[config.mk]
export PLATFORM = sky130hd
export DESIGN_NAME = shape_pixel_streamer
export DESIGN_NICKNAME = d
export VERILOG_FILES = /design/src/rtl/shape_pixel_streamer.sv
export SDC_FILE = /design/constraint.sdc
export NUM_CORES = 2
export LEC_CHECK = 0
export CAP_MARGIN = 0
export CORE_MARGIN = 2
export CORE_UTILIZATION = 48
export CTS_BUF_LIST = sky130_fd_sc_hd__clkbuf_16
export DETAILED_ROUTE_END_ITERATION = 10
export GPL_ROUTABILITY_DRIVEN = 1
export PLACE_DENSITY = 0.78
export SLEW_MARGIN = 10
export SYNTH_ARGS = -nofsm -noshare
export SYNTH_HDL_FRONTEND = slang
export SYNTH_SLANG_ARGS = --single-unit
[constraint.sdc]
create_clock -name clk -period 3.85 [get_ports clk]
set_input_delay 1.155 -clock clk [delete_from_list [all_inputs] [get_ports clk]]
set_output_delay 1.155 -clock clk [all_outputs]
set_load 0.005 [all_outputs]
[src/rtl/shape_pixel_streamer.sv]
// -----------------------------------------------------------------------------
// shape_pixel_streamer
//
// Purpose:
//   Snapshots a HEIGHT x WIDTH shape bitmap on request and streams it
//   pixel-by-pixel in raster order (left to right, top to bottom) over a
//   valid/ready handshake. Bit value 1 = background, 0 = ink; pixel bits are
//   passed through unmodified.
//
// Build option:
//   SHAPE_SCALE2_EN - when defined, the frame is streamed as a 2x
//   nearest-neighbour upscale (2*WIDTH x 2*HEIGHT beats). Port widths are the
//   same in both builds.
//
// Ports:
//   clk        in   system clock, rising edge
//   reset_n    in   asynchronous active-low reset
//   shape_in   in   [WIDTH-1:0] x [0:HEIGHT-1] source bitmap (row 0 = top,
//                   bit WIDTH-1 = leftmost column)
//   start      in   frame request, only honoured while idle
//   busy       out  high from the accepted start until the done cycle ends
//   pix_valid  out  pixel beat valid
//   pix_ready  in   downstream accepts the beat when pix_valid && pix_ready
//   pix_data   out  pixel bit
//   pix_x      out  column of the current beat
//   pix_y      out  row of the current beat
//   pix_eol    out  current beat is the last of its row
//   pix_last   out  current beat is the last of the frame
//   done       out  one-cycle pulse after the last beat is accepted
// -----------------------------------------------------------------------------
module shape_pixel_streamer #(
  parameter  int WIDTH  = 25,
  parameter  int HEIGHT = 25,
  localparam int CW     = $clog2(2 * WIDTH)
) (
  input  logic             clk,
  input  logic             reset_n,
  input  logic [WIDTH-1:0] shape_in [0:HEIGHT-1],
  input  logic             start,
  output logic             busy,
  output logic             pix_valid,
  input  logic             pix_ready,
  output logic             pix_data,
  output logic [CW-1:0]    pix_x,
  output logic [CW-1:0]    pix_y,
  output logic             pix_eol,
  output logic             pix_last,
  output logic             done
);

`ifdef SHAPE_SCALE2_EN
  localparam int SC = 1;  // output coordinate -> source coordinate shift
`else
  localparam int SC = 0;
`endif

  localparam logic [CW-1:0] XMAX = CW'((WIDTH << SC) - 1);
  localparam logic [CW-1:0] YMAX = CW'((HEIGHT << SC) - 1);
  localparam int RW = (HEIGHT > 1) ? $clog2(HEIGHT) : 1;
  localparam int XW = (WIDTH > 1) ? $clog2(WIDTH) : 1;

  typedef enum logic [1:0] {
    ST_IDLE,
    ST_STREAM,
    ST_DONE
  } state_t;

  state_t            r_state;
  state_t            w_state_next;

  logic [WIDTH-1:0]  r_frame [0:HEIGHT-1];
  logic [CW-1:0]     r_x;
  logic [CW-1:0]     r_y;
  logic              r_data;

  logic              w_accept;
  logic              w_hs;
  logic              w_last;
  logic              w_advance;
  logic [CW-1:0]     w_nx;
  logic [CW-1:0]     w_ny;
  logic [RW-1:0]     w_row;
  logic [XW-1:0]     w_col;

  // ---------------------------------------------------------------------------
  // Control decode
  // ---------------------------------------------------------------------------
  assign w_accept  = (r_state == ST_IDLE) && start;
  assign w_hs      = (r_state == ST_STREAM) && pix_ready;
  assign w_last    = (r_x == XMAX) && (r_y == YMAX);
  // The final beat does not advance the coordinates, so x/y keep showing the
  // last beat while the block sits in DONE and IDLE.
  assign w_advance = w_hs && !w_last;

  // Raster successor of the current beat.
  assign w_nx = (r_x == XMAX) ? '0 : r_x + 1'b1;
  assign w_ny = (r_x == XMAX) ? r_y + 1'b1 : r_y;

  // Source pixel of the successor beat; columns are mirrored because bit
  // WIDTH-1 holds the leftmost pixel.
  assign w_row = RW'(w_ny >> SC);
  assign w_col = XW'(CW'(WIDTH - 1) - (w_nx >> SC));

  // ---------------------------------------------------------------------------
  // FSM: state register
  // ---------------------------------------------------------------------------
  always_ff @(posedge clk or negedge reset_n) begin
    if (!reset_n) begin
      r_state <= ST_IDLE;
    end else begin
      r_state <= w_state_next;
    end
  end

  // ---------------------------------------------------------------------------
  // FSM: next state
  // ---------------------------------------------------------------------------
  always_comb begin
    w_state_next = r_state;
    case (r_state)
      ST_IDLE: begin
        if (start) begin
          w_state_next = ST_STREAM;
        end
      end
      ST_STREAM: begin
        if (pix_ready && w_last) begin
          w_state_next = ST_DONE;
        end
      end
      ST_DONE: begin
        // start is deliberately not sampled here.
        w_state_next = ST_IDLE;
      end
      default: begin
        w_state_next = ST_IDLE;
      end
    endcase
  end

  // ---------------------------------------------------------------------------
  // Frame buffer: one register row per bitmap row, loaded only when a start
  // is accepted so later changes on shape_in do not reach the frame in flight.
  // ---------------------------------------------------------------------------
  generate
    for (genvar gi = 0; gi < HEIGHT; gi++) begin : g_row
      always_ff @(posedge clk or negedge reset_n) begin
        if (!reset_n) begin
          r_frame[gi] <= '1;
        end else if (w_accept) begin
          r_frame[gi] <= shape_in[gi];
        end
      end
    end
  endgenerate

  // ---------------------------------------------------------------------------
  // Beat registers. The pixel bit is fetched one step ahead so the beat is
  // fully registered; the very first pixel comes straight from shape_in
  // because the frame buffer is loaded on the same edge.
  // ---------------------------------------------------------------------------
  always_ff @(posedge clk or negedge reset_n) begin
    if (!reset_n) begin
      r_x    <= '0;
      r_y    <= '0;
      r_data <= 1'b0;
    end else if (w_accept) begin
      r_x    <= '0;
      r_y    <= '0;
      r_data <= shape_in[0][WIDTH-1];
    end else if (w_advance) begin
      r_x    <= w_nx;
      r_y    <= w_ny;
      r_data <= r_frame[w_row][w_col];
    end
  end

  // ---------------------------------------------------------------------------
  // Outputs
  // ---------------------------------------------------------------------------
  assign busy      = (r_state != ST_IDLE);
  assign pix_valid = (r_state == ST_STREAM);
  assign done      = (r_state == ST_DONE);
  assign pix_data  = r_data;
  assign pix_x     = r_x;
  assign pix_y     = r_y;
  // Flags are qualified with valid so the held coordinates in IDLE/DONE do
  // not show a stale end-of-row / end-of-frame marker.
  assign pix_eol   = pix_valid && (r_x == XMAX);
  assign pix_last  = pix_valid && w_last;

endmodule
; Word-level counts from Yosys, hierarchy flattened
; Index checks and enable logic that the tools add are counted.
; W data, S select, Z words.
[word_totals]
reg_bits = 640
out_inout_bits = 18
[classes]
add_sub_neg = 3
order_cmp = 2
eq_ne = 6
mux = 16
n_bitwise = 1
reduce_logical = 14
[op_table]
columns = op, n
row1 = $bmux W25 S5, 1
row2 = $mux W25, 2
row3 = $mux W6, 6
row4 = $add A6 B1 Y6 const B, 2
row5 = $eq A6 B5 Y1 const B, 2
row6 = $logic_and A1 B1 Y1, 7
row7 = $ge A6 B6 Y1 const B, 1
row8 = $lt A5 B6 Y1 const B, 1
row9 = $not A5 Y6, 1
row10 = $reduce_bool A2 Y1, 3
row11 = $bmux W1 S5, 1
row12 = $sub A5 B5 Y5 const A, 1
row13 = $mux W2, 2
row14 = $pmux W2 S2, 1
row15 = $reduce_and A2 Y1, 2
row16 = $mux W1, 3
row17 = $eq A2 B1 Y1 const B, 1
row18 = $eq A2 B2 Y1 const B, 1
row19 = $logic_not A2 Y1, 1
row20 = $ne A2 B1 Y1 const B, 1
row21 = $ne A2 B2 Y1 const B, 1
row22 = $logic_not A1 Y1, 1

; Logic depth before layout (Yosys ltp)
[depth]
ltp_word = 10
mapped_depth = 18

; Least setup slack after synthesis
; OpenSTA, ideal clock, no wires.
[synth_path]
path_kind = register -> register
start = reg r_y[0], in the netlist pix_y[0]
end = reg r_data, in the netlist pix_data
arrival_ns = 3.644
path_slack_ns = 0.068
stages_incl_launch_ff = 17
synth_period_minus_slack_ns = 3.782
cell_sequence = dfrtp_1 -> inv_2 -> clkbuf_1 -> clkbuf_1 -> ha_1 -> buf_2 -> and3b_1 -> buf_2 -> nand2_1 -> and2_0 -> buf_2 -> buf_2 -> a32oi_1 -> a2111o_1 -> a2111o_1 -> a311oi_2 -> a311oi_2
[synth_between]
elab_chain_len = 10
[synth_lines]
columns = element, line_no
row1 = from (decl), 73  ; logic [CW-1:0] r_y;
row2 = from (signal assigned), 173  ; r_y <= w_ny;
row3 = $add A6 B1 Y6, 97  ; assign w_ny = (r_x == XMAX) ? r_y + 1'b1 : r_y;
row4 = $mux W6, 97
row5 = $not A5 Y6 (implied by the code), 174  ; r_data <= r_frame[w_row][w_col];
row6 = $bmux W25 S5, 174
row7 = $mux W25 (implied by the code) (2 in series), 174
row8 = $bmux W1 S5, 174
row9 = $mux W1 (implied by the code), 174
row10 = $mux W1, 171  ; end else if (w_advance) begin
row11 = $mux W1, 167  ; end else if (w_accept) begin
row12 = to (signal assigned), 170  ; r_data <= shape_in[0][WIDTH-1];
row13 = to (signal assigned), 174
row14 = to (decl), 74  ; logic r_data;
; Several ways; a longest one is shown, not always the timed one. The select of a mux whose other input is x is not followed.
; A chain may end at the register's enable or synchronous reset.

; Worst setup path after layout
; Same ends and word-level chain as after synthesis.

==> impl_metrics.csv <==
group,metric,value,unit
power_and_ir_drop,vdd_drop_max,0.3287,mV
synthesis,synth_flop_cell,"sky130_fd_sc_hd__dfstp_2",
synthesis,netlist_area,33100,µm²
sta,timing_hold_violations_final,0,
sta,final.min_clock_period,3.745,ns
sta,final_max_slew_viol_count,0,
floorplanning,initial_core_util,48.35,%
synthesis,synth_enable_flop_cells,0,
sta,finalSetupViolations,0,
floorplanning,die-area,71080,µm²
floorplanning,die_y,266.6,µm
global_routing,grt_pass1_wl,195.5,mm
clock_network,worst_skew_pair.late_latency,0.63,ns
placed_design,buffer_ports.inserted,646,
sta,worst_clock_skew,0.01538,ns
run,max_cap_viol_count,0,
layout,finish.net_count,5187,
setup_path,cp-start-kind,"flip-flop",
setup_path,timing.rr.start,"pix_y[0]",
power_and_ir_drop,swShare,32.82,%
clock_network,max-clock-path-buffers,3,
clock_network,clock-root-buffer,"sky130_fd_sc_hd__clkbuf_16",
synthesis,synth_cell_types,100,
drt,routed_antenna_nets,0,
power_and_ir_drop,switch_pwr,8462,µW
worst_hold_path,hold_end,"r_frame[157]",
layout,final_core_util,63.69,%
power_and_ir_drop,post-layout-total-power,25780,µW
power_and_ir_drop,share_comb_of_total_power,25.7,%
power_and_ir_drop,power_density,591.2,nW/µm²
placed_design,dp_cells,5353,
power_and_ir_drop,leak_pwr,0.01957,µW
setup_path,r2r_cells,13,
layout,final_cell_count_without_fillers,5500,
drt,drtIter0Drc,3296,
setup_path,path_class,"reg -> reg",
sta,whs,0.4552,ns
synthesis,ys_async_sr_fraction,100.0,%
sta,timing_worst_slew_pin_value,1.369,ns
outcome,outcome,"completed",
floorplanning,std_cell_rows,96,
layout,layout-drive-gt1-share,21.64,%
synthesis,syn_inst,3946,
worst_hold_path,timing.hold.worst.start,"r_frame[157]",
sta,slew_headroom,8.707,%
clock_network,cts_buffers,71,
drt,num_vias,31870,
floorplanning,ioPinCount,647,
clock_network,htree_num_levels,3,
layout,layout.cells.most_common_list,"sky130_fd_sc_hd__nand2_1, sky130_fd_sc_hd__clkdlybuf4s50_1, sky130_fd_sc_hd__dfstp_2, sky130_fd_sc_hd__buf_4, sky130_fd_sc_hd__mux2i_1",
global_routing,grt_pass1_vias,30600,
synthesis,postSynthAreaPerCell,8.389,µm²
layout,mostFrequentLayoutCell,"sky130_fd_sc_hd__nand2_1",
layout,areaGrowthSynthToFinish,31.73,%
floorplanning,core_area,68470,µm²
setup_path,crit_path_end_kind,"flip-flop",
synthesis,yosysWarningCount,0,
setup_path,regToRegSetupSlack,0.10,ns
power_and_ir_drop,internal-power,17320,µW
synthesis,postSynthRegisterBits,640,
drt,drt_first_pass_iters,6,
global_routing,grt_util_all_layers,36.83,%
clock_network,numClockSinks,640,
floorplanning,die_x,266.6,µm
synthesis,synth_nets,4580,
sta,timing.final.crit_share,97.27,%
worst_hold_path,cell_depth_of_the_worst_min_delay_path,2,
placed_design,globalplace.congestion,0.9657,
power_and_ir_drop,power.share.sequential,48.2,%
worst_hold_path,hold_class,"reg -> reg",
global_routing,grt_start_max_net_pins,251,
placed_design,hpwlAfterDp,99.87,mm
synthesis,synth_seq_area_share,50.74,%
setup_path,r2r-end,"pix_data",
sta,fmax,0.2670,GHz
sta,total_negative_setup_slack,0,ns
setup_path,critical_path_required,4.34,ns
drt,post-route-drc-count,0,
power_and_ir_drop,clock_power_share,26.1,%
clock_network,clk_pin_slew_worst_paths,0.06,ns
setup_path,cp_max_fo,25,
drt,via_per_inst,5.795,
setup_path,worst_ep_arrival_time,4.24,ns
global_routing,antenna_found_initial,15,
clock_network,cts_tree,"built",
drt,route.detailed.wl_per_inst,24.38,µm
drt,route.final.wire_length,134.1,mm
global_routing,global_route.overflow_total,0,
==> Yosys cell counts (8+ instances only) <==
library cell / count / area, µm²
sky130_fd_sc_hd__o22ai_1: 36 / 225.2
sky130_fd_sc_hd__a31oi_1: 29 / 181.4
sky130_fd_sc_hd__o211ai_1: 16 / 120.1
sky130_fd_sc_hd__o221ai_1: 62 / 543.0
sky130_fd_sc_hd__a211o_1: 8 / 70.07
sky130_fd_sc_hd__nor2b_1: 14 / 87.58
sky130_fd_sc_hd__buf_1: 19 / 71.32
sky130_fd_sc_hd__nand2_1: 2032 / 7627
sky130_fd_sc_hd__a21oi_1: 54 / 270.3
sky130_fd_sc_hd__nor4_1: 12 / 75.07
sky130_fd_sc_hd__nor2_1: 49 / 183.9
sky130_fd_sc_hd__nor3_1: 24 / 120.1
sky130_fd_sc_hd__buf_2: 72 / 360.4
sky130_fd_sc_hd__mux2i_1: 104 / 1041
sky130_fd_sc_hd__dfstp_2: 625 / 16420
sky130_fd_sc_hd__inv_1: 11 / 41.29
sky130_fd_sc_hd__nand4_1: 8 / 50.05
sky130_fd_sc_hd__and3_1: 68 / 425.4
sky130_fd_sc_hd__mux4_2: 14 / 315.3
sky130_fd_sc_hd__dfrtp_1: 15 / 375.4
sky130_fd_sc_hd__a21boi_0: 9 / 67.56
sky130_fd_sc_hd__a32oi_1: 22 / 192.7
sky130_fd_sc_hd__nand2b_1: 12 / 75.07
sky130_fd_sc_hd__nand3_1: 72 / 360.4
sky130_fd_sc_hd__mux2_2: 17 / 191.4
sky130_fd_sc_hd__a211oi_1: 57 / 427.9
sky130_fd_sc_hd__and2_1: 8 / 50.05
sky130_fd_sc_hd__buf_4: 16 / 120.1
sky130_fd_sc_hd__a2111oi_0: 24 / 210.2
sky130_fd_sc_hd__o21ai_0: 77 / 385.4
sky130_fd_sc_hd__clkbuf_1: 179 / 671.9
sky130_fd_sc_hd__a21o_1: 11 / 82.58
sky130_fd_sc_hd__o2111ai_1: 8 / 70.07
==> area by class of cell <==
cell class | instances | area, µm²
multi-input combinational | 3000 | 15090
clock inverter | 52 | 384.1
clock buffer | 75 | 1877
antenna | 11 | 27.53
tap | 882 | 1104
fill | 5765 | 24860
timing repair buffer | 828 | 8283
inverter | 12 | 45.04
sequential | 640 | 16800
==> metal layers <==
metal / vias to the layer above / track usage, % / share of wire, %
li1: 14360 / - / -
met1: 15430 / 49.36 / 40
met2: 1732 / 57.54 / 46
met3: 340 / 8.193 / 9.6
met4: 14 / 15.93 / 4.7
met5: - / 0 / 0.072
==> through the flow <==
| step | setup slack, ns | cell area [µm²] |
|---|---|---|
| finish | 0.1049 | 43610 |
| detailed placement | -0.5172 | 41190 |
| floorplan | 0.06791 | 33100 |
| global route | -0.01067 | 43590 |
| global placement | -0.5100 | 41190 |
| CTS | 0.01298 | 43490 |
==> kinds of logic after synthesis <==
family | count (synthesis) | share of synthesized area [%]
adders and majority gates | 5 | 0.1890
muxes | 137 | 4.789
DFF | 640 | 50.74
and+or+nand+nor | 2332 | 28.33
AOI/OAI and AO/OA | 516 | 11.60
xor gates and xnor gates | 10 | 0.2646
buffers and inverters | 306 | 4.090
==> how the worst max path moves through the flow <==
stage	startpoint	to	slack (ns)	cells after the start
2_1_floorplan	pix_y[0]	pix_data	0.07	16
3_3_place_gp	pix_y[0]	pix_data	-0.51	12
3_5_place_dp	pix_y[0]	pix_data	-0.52	12
4_1_cts	pix_x[0]	pix_last	0.01	8
5_1_grt	pix_x[1]	pix_last	-0.01	8
6_report	pix_y[0]	pix_data	0.10	13
==> flip-flops by register name, indices dropped and copies added, names as in the netlist <==
signal and cells:
r_frame 625, r_state 2, pix_y 6, pix_data 1
pix_x 6
==> power by group through the flow <==
stage / combinational, µW / clock [µW] / sequential [µW]
after floorplan: 3910 / 0 / 11500
after global placement: 6270 / 0 / 12400
after detailed placement: 6430 / 0 / 12400
after CTS: 6490 / 6780 / 12300
after global routing: 7260 / 7050 / 12600
final: 6630 / 6720 / 12400
==> repair_timing <==
item	CTS	global route
pin swaps	0	0
endpoints found under the setup margin	3	3
gates resized for setup	6	12
setup buffers	4	5
hold buffers	0	0
hold endpoints to repair	0	0
==> worst max-delay path: stages, from the launching register on <==
cell and delay, ns:
sky130_fd_sc_hd__dfrtp_4 0.49, sky130_fd_sc_hd__inv_2 0.14, sky130_fd_sc_hd__ha_2 0.31, sky130_fd_sc_hd__and3b_2 0.31
sky130_fd_sc_hd__nand2_4 0.15, sky130_fd_sc_hd__nand2_2 0.10, sky130_fd_sc_hd__buf_12 0.18, sky130_fd_sc_hd__buf_4 0.19
sky130_fd_sc_hd__a211o_1 0.22, sky130_fd_sc_hd__a22oi_1 0.57, sky130_fd_sc_hd__o311ai_0 0.35, sky130_fd_sc_hd__a32o_1 0.35
sky130_fd_sc_hd__nand3_1 0.11, sky130_fd_sc_hd__a311oi_2 0.10
Power figures use the tool's default switching activity.
